## src/rtl/ms_cfg_if.sv

```systemverilog
// Byte-framed master/slave config link: master command/data lanes and slave response lanes.
interface ms_cfg_if;
    logic [7:0] ma_send_data;
    logic [3:0] ma_sel;
    logic       ma_enable;
    logic [7:0] sl_send_data;
    logic       sl_valid;

    modport master (
        output ma_send_data, ma_sel, ma_enable,
        input  sl_send_data, sl_valid
    );

    modport slave (
        input  ma_send_data, ma_sel, ma_enable,
        output sl_send_data, sl_valid
    );
endinterface

```

## src/rtl/ms_cfg_slave.sv

```systemverilog
// Responder on the config link: decodes write/read frames addressed to SLAVE_ID and
// maintains a 16-bit config register that is only ever updated as a whole.
module ms_cfg_slave #(
    parameter logic [3:0] SLAVE_ID = 4'd0,
    parameter logic [7:0] CMD_WR   = 8'hA5,
    parameter logic [7:0] CMD_RD   = 8'h5A,
    parameter logic [7:0] ACK      = 8'h06,
    parameter logic [7:0] NAK      = 8'h15
) (
    input  logic        clk,
    input  logic        rst_n,
    ms_cfg_if.slave     bus,
    output logic [15:0] config_data,
    output logic        config_valid,
    output logic [7:0]  abort_count,
    output logic        busy
);

    localparam logic [2:0] IDLE  = 3'd0;
    localparam logic [2:0] WR_LO = 3'd1;
    localparam logic [2:0] WR_HI = 3'd2;
    localparam logic [2:0] RD_LO = 3'd3;
    localparam logic [2:0] RD_HI = 3'd4;
    localparam logic [2:0] DRAIN = 3'd5;

    logic [2:0]  state_q, state_d;
    logic [7:0]  lo_q, lo_d;
    logic [7:0]  shadow_hi_q, shadow_hi_d;
    logic [15:0] cfg_q, cfg_d;
    logic        cfg_valid_q, cfg_valid_d;
    logic [7:0]  sl_data_q, sl_data_d;
    logic        sl_valid_q, sl_valid_d;
    logic [7:0]  abort_q, abort_d;
    logic        busy_q;
    logic        hit;
    logic        abort_evt;

    assign hit = bus.ma_enable && (bus.ma_sel == SLAVE_ID);

    always_comb begin
        // NOTE: every signal assigned here gets a default first so no path leaves it unassigned (no latches).
        state_d     = state_q;
        lo_d        = lo_q;
        shadow_hi_d = shadow_hi_q;
        cfg_d       = cfg_q;
        cfg_valid_d = 1'b0;
        sl_data_d   = 8'h00;
        sl_valid_d  = 1'b0;
        abort_evt   = 1'b0;

        case (state_q)
            IDLE: begin
                if (hit) begin
                    if (bus.ma_send_data == CMD_WR) begin
                        state_d = WR_LO;
                    end else if (bus.ma_send_data == CMD_RD) begin
                        // Low byte goes out straight away; only the high byte needs holding.
                        state_d     = RD_LO;
                        shadow_hi_d = cfg_q[15:8];
                        sl_data_d   = cfg_q[7:0];
                        sl_valid_d  = 1'b1;
                    end else begin
                        state_d    = DRAIN;
                        sl_data_d  = NAK;
                        sl_valid_d = 1'b1;
                    end
                end
            end
            WR_LO: begin
                if (hit) begin
                    lo_d    = bus.ma_send_data;
                    state_d = WR_HI;
                end else begin
                    abort_evt = 1'b1;
                end
            end
            WR_HI: begin
                if (hit) begin
                    cfg_d       = {bus.ma_send_data, lo_q};
                    cfg_valid_d = 1'b1;
                    sl_data_d   = ACK;
                    sl_valid_d  = 1'b1;
                    state_d     = DRAIN;
                end else begin
                    abort_evt = 1'b1;
                end
            end
            RD_LO: begin
                if (hit) begin
                    sl_data_d  = shadow_hi_q;
                    sl_valid_d = 1'b1;
                    state_d    = RD_HI;
                end else begin
                    abort_evt = 1'b1;
                end
            end
            RD_HI: begin
                if (hit) begin
                    state_d = DRAIN;
                end else begin
                    abort_evt = 1'b1;
                end
            end
            DRAIN: begin
                if (!bus.ma_enable) begin
                    state_d = IDLE;
                end
            end
            default: state_d = IDLE;
        endcase

        // An abort lands in DRAIN when enable is still high so the tail is never decoded.
        if (abort_evt) begin
            state_d = bus.ma_enable ? DRAIN : IDLE;
        end
    end

    assign abort_d = (abort_evt && abort_q != 8'hFF) ? abort_q + 8'd1 : abort_q;

    always_ff @(posedge clk or negedge rst_n) begin
        if (!rst_n) begin
            state_q     <= IDLE;
            lo_q        <= 8'h00;
            shadow_hi_q <= 8'h00;
            cfg_q       <= 16'h0000;
            cfg_valid_q <= 1'b0;
            sl_data_q   <= 8'h00;
            sl_valid_q  <= 1'b0;
            abort_q     <= 8'h00;
            busy_q      <= 1'b0;
        end else begin
            // NOTE: non-blocking assignments so every register samples pre-edge values.
            state_q     <= state_d;
            lo_q        <= lo_d;
            shadow_hi_q <= shadow_hi_d;
            cfg_q       <= cfg_d;
            cfg_valid_q <= cfg_valid_d;
            sl_data_q   <= sl_data_d;
            sl_valid_q  <= sl_valid_d;
            abort_q     <= abort_d;
            busy_q      <= (state_d != IDLE);
        end
    end

    assign bus.sl_send_data = sl_data_q;
    assign bus.sl_valid     = sl_valid_q;
    assign config_data      = cfg_q;
    assign config_valid     = cfg_valid_q;
    assign abort_count      = abort_q;
    assign busy             = busy_q;

endmodule

```

## src/flat_wrapper.sv

```systemverilog
// flat-port wrapper written by rule: the top's interface ports become plain ports
module ms_cfg_slave_flat 
#(
    parameter logic [3:0] SLAVE_ID = 4'd0,
    parameter logic [7:0] CMD_WR   = 8'hA5,
    parameter logic [7:0] CMD_RD   = 8'h5A,
    parameter logic [7:0] ACK      = 8'h06,
    parameter logic [7:0] NAK      = 8'h15
)
  (clk, rst_n, config_data, config_valid, abort_count, busy, bus_ma_send_data, bus_ma_sel, bus_ma_enable, bus_sl_send_data, bus_sl_valid);
  ms_cfg_if bus_i ();
  input  logic clk;
  input  logic rst_n;
  output logic [15:0] config_data;
  output logic config_valid;
  output logic [7:0] abort_count;
  output logic busy;
  input wire logic [$bits(bus_i.ma_send_data)-1:0] bus_ma_send_data;
  input wire logic [$bits(bus_i.ma_sel)-1:0] bus_ma_sel;
  input wire logic [$bits(bus_i.ma_enable)-1:0] bus_ma_enable;
  output wire logic [$bits(bus_i.sl_send_data)-1:0] bus_sl_send_data;
  output wire logic [$bits(bus_i.sl_valid)-1:0] bus_sl_valid;
  assign bus_i.ma_send_data = bus_ma_send_data;
  assign bus_i.ma_sel = bus_ma_sel;
  assign bus_i.ma_enable = bus_ma_enable;
  assign bus_sl_send_data = bus_i.sl_send_data;
  assign bus_sl_valid = bus_i.sl_valid;
  ms_cfg_slave #(.SLAVE_ID(SLAVE_ID), .CMD_WR(CMD_WR), .CMD_RD(CMD_RD), .ACK(ACK), .NAK(NAK)) u_core (.clk(clk), .rst_n(rst_n), .bus(bus_i), .config_data(config_data), .config_valid(config_valid), .abort_count(abort_count), .busy(busy));
endmodule
```

## config.mk

```make
export PLATFORM = sky130hd
export DESIGN_NAME = ms_cfg_slave_flat
export DESIGN_NICKNAME = d
export VERILOG_FILES = /design/src/rtl/ms_cfg_if.sv /design/src/rtl/ms_cfg_slave.sv /design/src/flat_wrapper.sv
export SDC_FILE = /design/constraint.sdc
export NUM_CORES = 1
export LEC_CHECK = 0
export CORE_UTILIZATION = 40
export DETAILED_ROUTE_END_ITERATION = 8
export PLACE_DENSITY_LB_ADDON = 0.08
export SLEW_MARGIN = 10
export SYNTH_ARGS = -nofsm -noshare
export SYNTH_HDL_FRONTEND = slang
export SYNTH_SLANG_ARGS = --single-unit
export TNS_END_PERCENT = 5
```

## constraint.sdc

```tcl
create_clock -name clk -period 4.1 [get_ports clk]
set_clock_uncertainty 0.15 [all_clocks]
set_input_delay 0.615 -clock clk [delete_from_list [all_inputs] [get_ports clk]]
set_output_delay 0.615 -clock clk [all_outputs]
set_load 0.02 [all_outputs]
```

## Word-level counts from Yosys, hierarchy flattened

Cells that the tools add are included.

- Output and inout bits: 35
- Word-level logic and storage cells: 53
- Register bits: 54

- Reduce and logical (&&, ||, !) cells: 11
- Mux-type cells: 23
- Bitwise gates (word level): 1
- Add/sub/neg operators: 1
- Equal/unequal tests: 8

Operators by type and width:

| operator | count |
|---|---|
| $mux W8 | 4 |
| $mux W3 | 10 |
| $pmux W8 S3 | 1 |
| $pmux W3 S5 | 1 |
| $add A8 B1 Y8 const B | 1 |
| $eq A8 B7 Y1 const B | 1 |
| $eq A8 B8 Y1 const B | 1 |
| $ne A8 B8 Y1 const B | 1 |
| $eq A3 B2 Y1 const B | 2 |
| $eq A3 B3 Y1 const B | 2 |
| $mux W1 | 6 |
| $logic_not A4 Y1 | 1 |
| $reduce_and A2 Y1 | 2 |
| $reduce_and A4 Y1 | 1 |
| $reduce_or A2 Y1 | 2 |
| $reduce_or A4 Y1 | 1 |
| $eq A3 B1 Y1 const B | 1 |
| $logic_not A3 Y1 | 1 |
| $reduce_bool A3 Y1 | 1 |
| $logic_and A1 B1 Y1 | 2 |
| $pmux W1 S2 | 1 |
| $not A1 Y1 | 1 |

## Logic depth before layout (Yosys ltp)

- Depth in word-level cells: 7
- Depth in mapped cells: 6

## Worst setup path before layout

No wires, ideal clock.

- Kind: input to register
- From: in bus_ma_sel[3]
- To: reg u_core.shadow_hi_q[3]
- Setup slack: 1.806 ns
- Cell stages on the path: 5
- Library setup time: 0.128 ns
- Data arrival time: 2.017 ns
- Path buffers: 1
- Data required time: 3.822 ns
- Path through: nor4_4 o2111ai_1 nor2_2 buf_4 mux2_1

- Longest elaborated chain between the ends: 3

Ends and longest elaborated chain:

| item | line | source |
|---|---|---|
| start: declaration | flat_wrapper.sv:19 | `input wire logic [$bits(bus_i.ma_sel)-1:0] bus_ma_sel;` |
| $logic_not A4 Y1 | ms_cfg_slave.sv:38 | `assign hit = bus.ma_enable && (bus.ma_sel == SLAVE_ID);` |
| $logic_and A1 B1 Y1 | ms_cfg_slave.sv:38 |  |
| $reduce_and A4 Y1 (no line) | n/a |  |
| end signal: assignment | ms_cfg_slave.sv:135 | `shadow_hi_q <= shadow_hi_d;` |
| end: declaration | ms_cfg_slave.sv:28 | `logic [7:0] shadow_hi_q, shadow_hi_d;` |

Every way passes these cells.
A chain may end at the register's enable or synchronous reset.

## Worst setup path after layout

- From: in bus_ma_sel[3]
- To: reg u_core.shadow_hi_q[7]

Same word-level chain as after synthesis.

==> results.yml <==
synthesis:
  synth_top_area_share_pct: 59.7
  synth.area.top_cells: "dfrtp_1 60%, mux2_2 9.5%, mux2_1 7.0%, xnor2_1 2.7%, nand2_1 1.8%"
  synth_nets: 187
  syn_avg_cell_area_sq_um: 13.2
  synth_area_leader_cell: "dfrtp_1"
  seq_area_frac_synth_pct: 59.7
  ys_warn_count: 0
  syn-cell-area_sq_um: 2260
  yosysUniqueCellTypes: 33
  ys_seq_elements: 54
  synth_cells: 171
drt:
  wl_per_cell_um: 15.4
  postRouteAntennaNets: 0
  drt_wl_total_mm: 4.51
  drt_iter0_drc: 68
  route.detailed.drc: 0
  vias: 1505
  viasPerCell: 5.14
  first_pass_iters: 4
timing:
  fmax_mhz: 351
  drv_slew: 0
  setup_viol: 0
  hold_slack_ns: 0.172
  tightest_slew_ns: 0.868
  tns_ns: 0
  rsz0062_at_grt: "no"
  fin_ws_ns: 1.25
  relSlewSlack_pct: 42.1
  post-route-period-util_pct: 69.4
  min_period_ns: 2.85
  hold_violations: 0
grt:
  grt_max_degree: 30
  antenna_found_initial: 0
  grt_pass1_wl_mm: 7.73
  first_global_vias: 1545
  grt_overflow_total: 0
  grtUsageTotal_pct: 16.9
floorplanning:
  rows: 27
  core_sq_um: 5470
  start_util_pct: 41.4
  ioPinCount: 50
  die_area_sq_um: 5960
  die_h_um: 77.2
  dieWidth_um: 77.2
cells_and_area:
  antenna-diode-count: 0
  most-common-layout-cells: "54 x dfrtp_1, 48 x clkdlybuf4s50_1, 19 x mux2_2"
  design_area_sq_um: 2900
  layout-drive-gt1-share_pct: 14.0
  final_nets: 236
  final_common_cell: "dfrtp_1"
  synthToLayoutAreaGrowth_pct: 28.0
power_and_ir_drop:
  leakage_nw: 1.34
  peakVddDrop_mv: 0.332
  power_mw: 1.28
  power_density_nw_per_um2: 442
setup_path:
  r2r_end: "u_core.shadow_hi_q[7]"
  critPathLaunch: "bus_ma_sel[3]"
  worstPathRequired_ns: 4.14
  r2r_slack_ns: 1.82
  worstSetupStartpointType: "primary input"
  critPathCapture: "u_core.shadow_hi_q[7]"
  critical_path.top_delay_family: "simple AND/OR/NAND/NOR gates"
  cpPeakStageDelay_ns: 0.59
  end_kind: "flop"
  path_buf_inv: 1
  cp_cell_sequence: "clkdlybuf4s50_1, nor4_4, o2111ai_1, nor2_2, mux2_2"
  cp.depth: 5
  worstPathArrival_ns: 2.89
  path_class: "in2reg"
  r2r_start: "u_core.state_q[2]"
  cp_slowest_cell: "nor2_2"
  r2r_cells: 4
  critPathMaxFanout: 14
clock_network:
  cts.sink_count: 54
  cts_root_buffer: "clkbuf_8"
  htree_levels: 2
  tritoncts: "yes"
  ctsResizeCount: 0
  post-cts-setup-buffer-count: 0
  cts_inserted_buffers: 5
  clk_latency_ns: 0.30
  clockBufferDepth: 2
  ctsHoldBuffers: 0
  path_clk_slew_ns: 0.09
placed_design:
  gp_congestion: 0.762
  dpl.hpwl_mm: 3.28
  place_ws_ns: 0.909
  place_area_sq_um: 2810
  portBuffers: 49
min_path:
  hold_path_class: "in2async"
flow_run:
  max_cap_viol_count: 0
run_status:
  status: "finished clean"
==> power breakdown <==
group          switching [mW]  internal (mW)
sequential             0.0685          0.597
clock                   0.163          0.137
combinational           0.157          0.158
==> Yosys cell counts (all sizes together) <==
master / count
nand4bb: 2
o21a: 3
o2bb2ai: 3
mux2: 33
o2111ai: 1
buf: 4
dfrtp: 54
nand2: 11
nand4b: 2
ha: 1
a211oi: 1
nor2: 12
nand3: 3
a21oi: 5
clkbuf: 4
and3: 2
nor2b: 1
nor4: 1
nand4: 3
or4: 2
o22ai: 2
xnor2: 7
and3b: 1
and4: 1
nor4bb: 2
a22o: 4
nand2b: 1
o21ai: 1
nor3: 2
inv: 2
==> routing by layer <==
layer	vias to the layer above	GRT usage [%]	part of all wire, %
li1	714	-	-
met3	10	4.40	4.2
met2	41	24.0	46
met4	0	6.79	2.1
met5	-	0	0
met1	740	24.4	48
==> kinds of logic (layout without fill, tap and decap cells) <==
| group | count (synthesis) | after routing | synth area share [%] |
|---|---|---|---|
| xor gates and xnor gates | 7 | 7 | 2.71 |
| DFF | 54 | 54 | 59.7 |
| muxes | 33 | 33 | 16.4 |
| adders and majority gates | 1 | 1 | 0.553 |
| and+or+nand+nor | 46 | 46 | 12.0 |
| AOI/OAI and AO/OA | 20 | 20 | 6.52 |
| buffers and inverters | 10 | 60 | 2.10 |
==> worst min path at each step <==
stage,start,cells past startpoint,endpoint
2_1_floorplan,rst_n,0,u_core.abort_count[0]
3_3_place_gp,u_core.shadow_hi_q[5],1,u_core.shadow_hi_q[5]
3_5_place_dp,u_core.shadow_hi_q[6],1,u_core.bus.sl_send_data[6]
4_1_cts,rst_n,1,u_core.abort_count[5]
5_1_grt,rst_n,1,u_core.busy
6_report,rst_n,1,u_core.state_q[0]
==> per-stage QoR <==
step / instances / utilization (%)
after CTS: 293 / 52.9
after global routing: 293 / 52.9
after floorplan: 171 / -
after global placement: 285 / 51.3
after detailed placement: 285 / 51.3
final: 293 / 52.9
==> final cells by class <==
class                   instances  area, sq um
fillers                       484         2570
flip-flops and latches         54         1350
multi-input cells             107          865
repair buffers                 50          493
well taps                      72         90.1
clock buffers                   7         86.3
inverters                       2         7.51
clock inverters                 1         5.00
==> worst register-to-register path, cell delays in order, from the launching register on <==
cell,delay (ns)
dfrtp_1,0.49
nor2_1,0.22
o2111ai_1,0.30
nor2_2,0.60
mux2_2,0.40
==> registers in the layout (all words and copies together) (netlist names) <==
register and flops:
u_core.shadow_hi_q 8, u_core.lo_q 8, u_core.config_data 16, u_core.state_q 3, u_core.bus.sl_valid 1, u_core.busy 1
u_core.abort_count 8, u_core.config_valid 1, u_core.bus.sl_send_data 8
(Power assumes the default switching activity.)
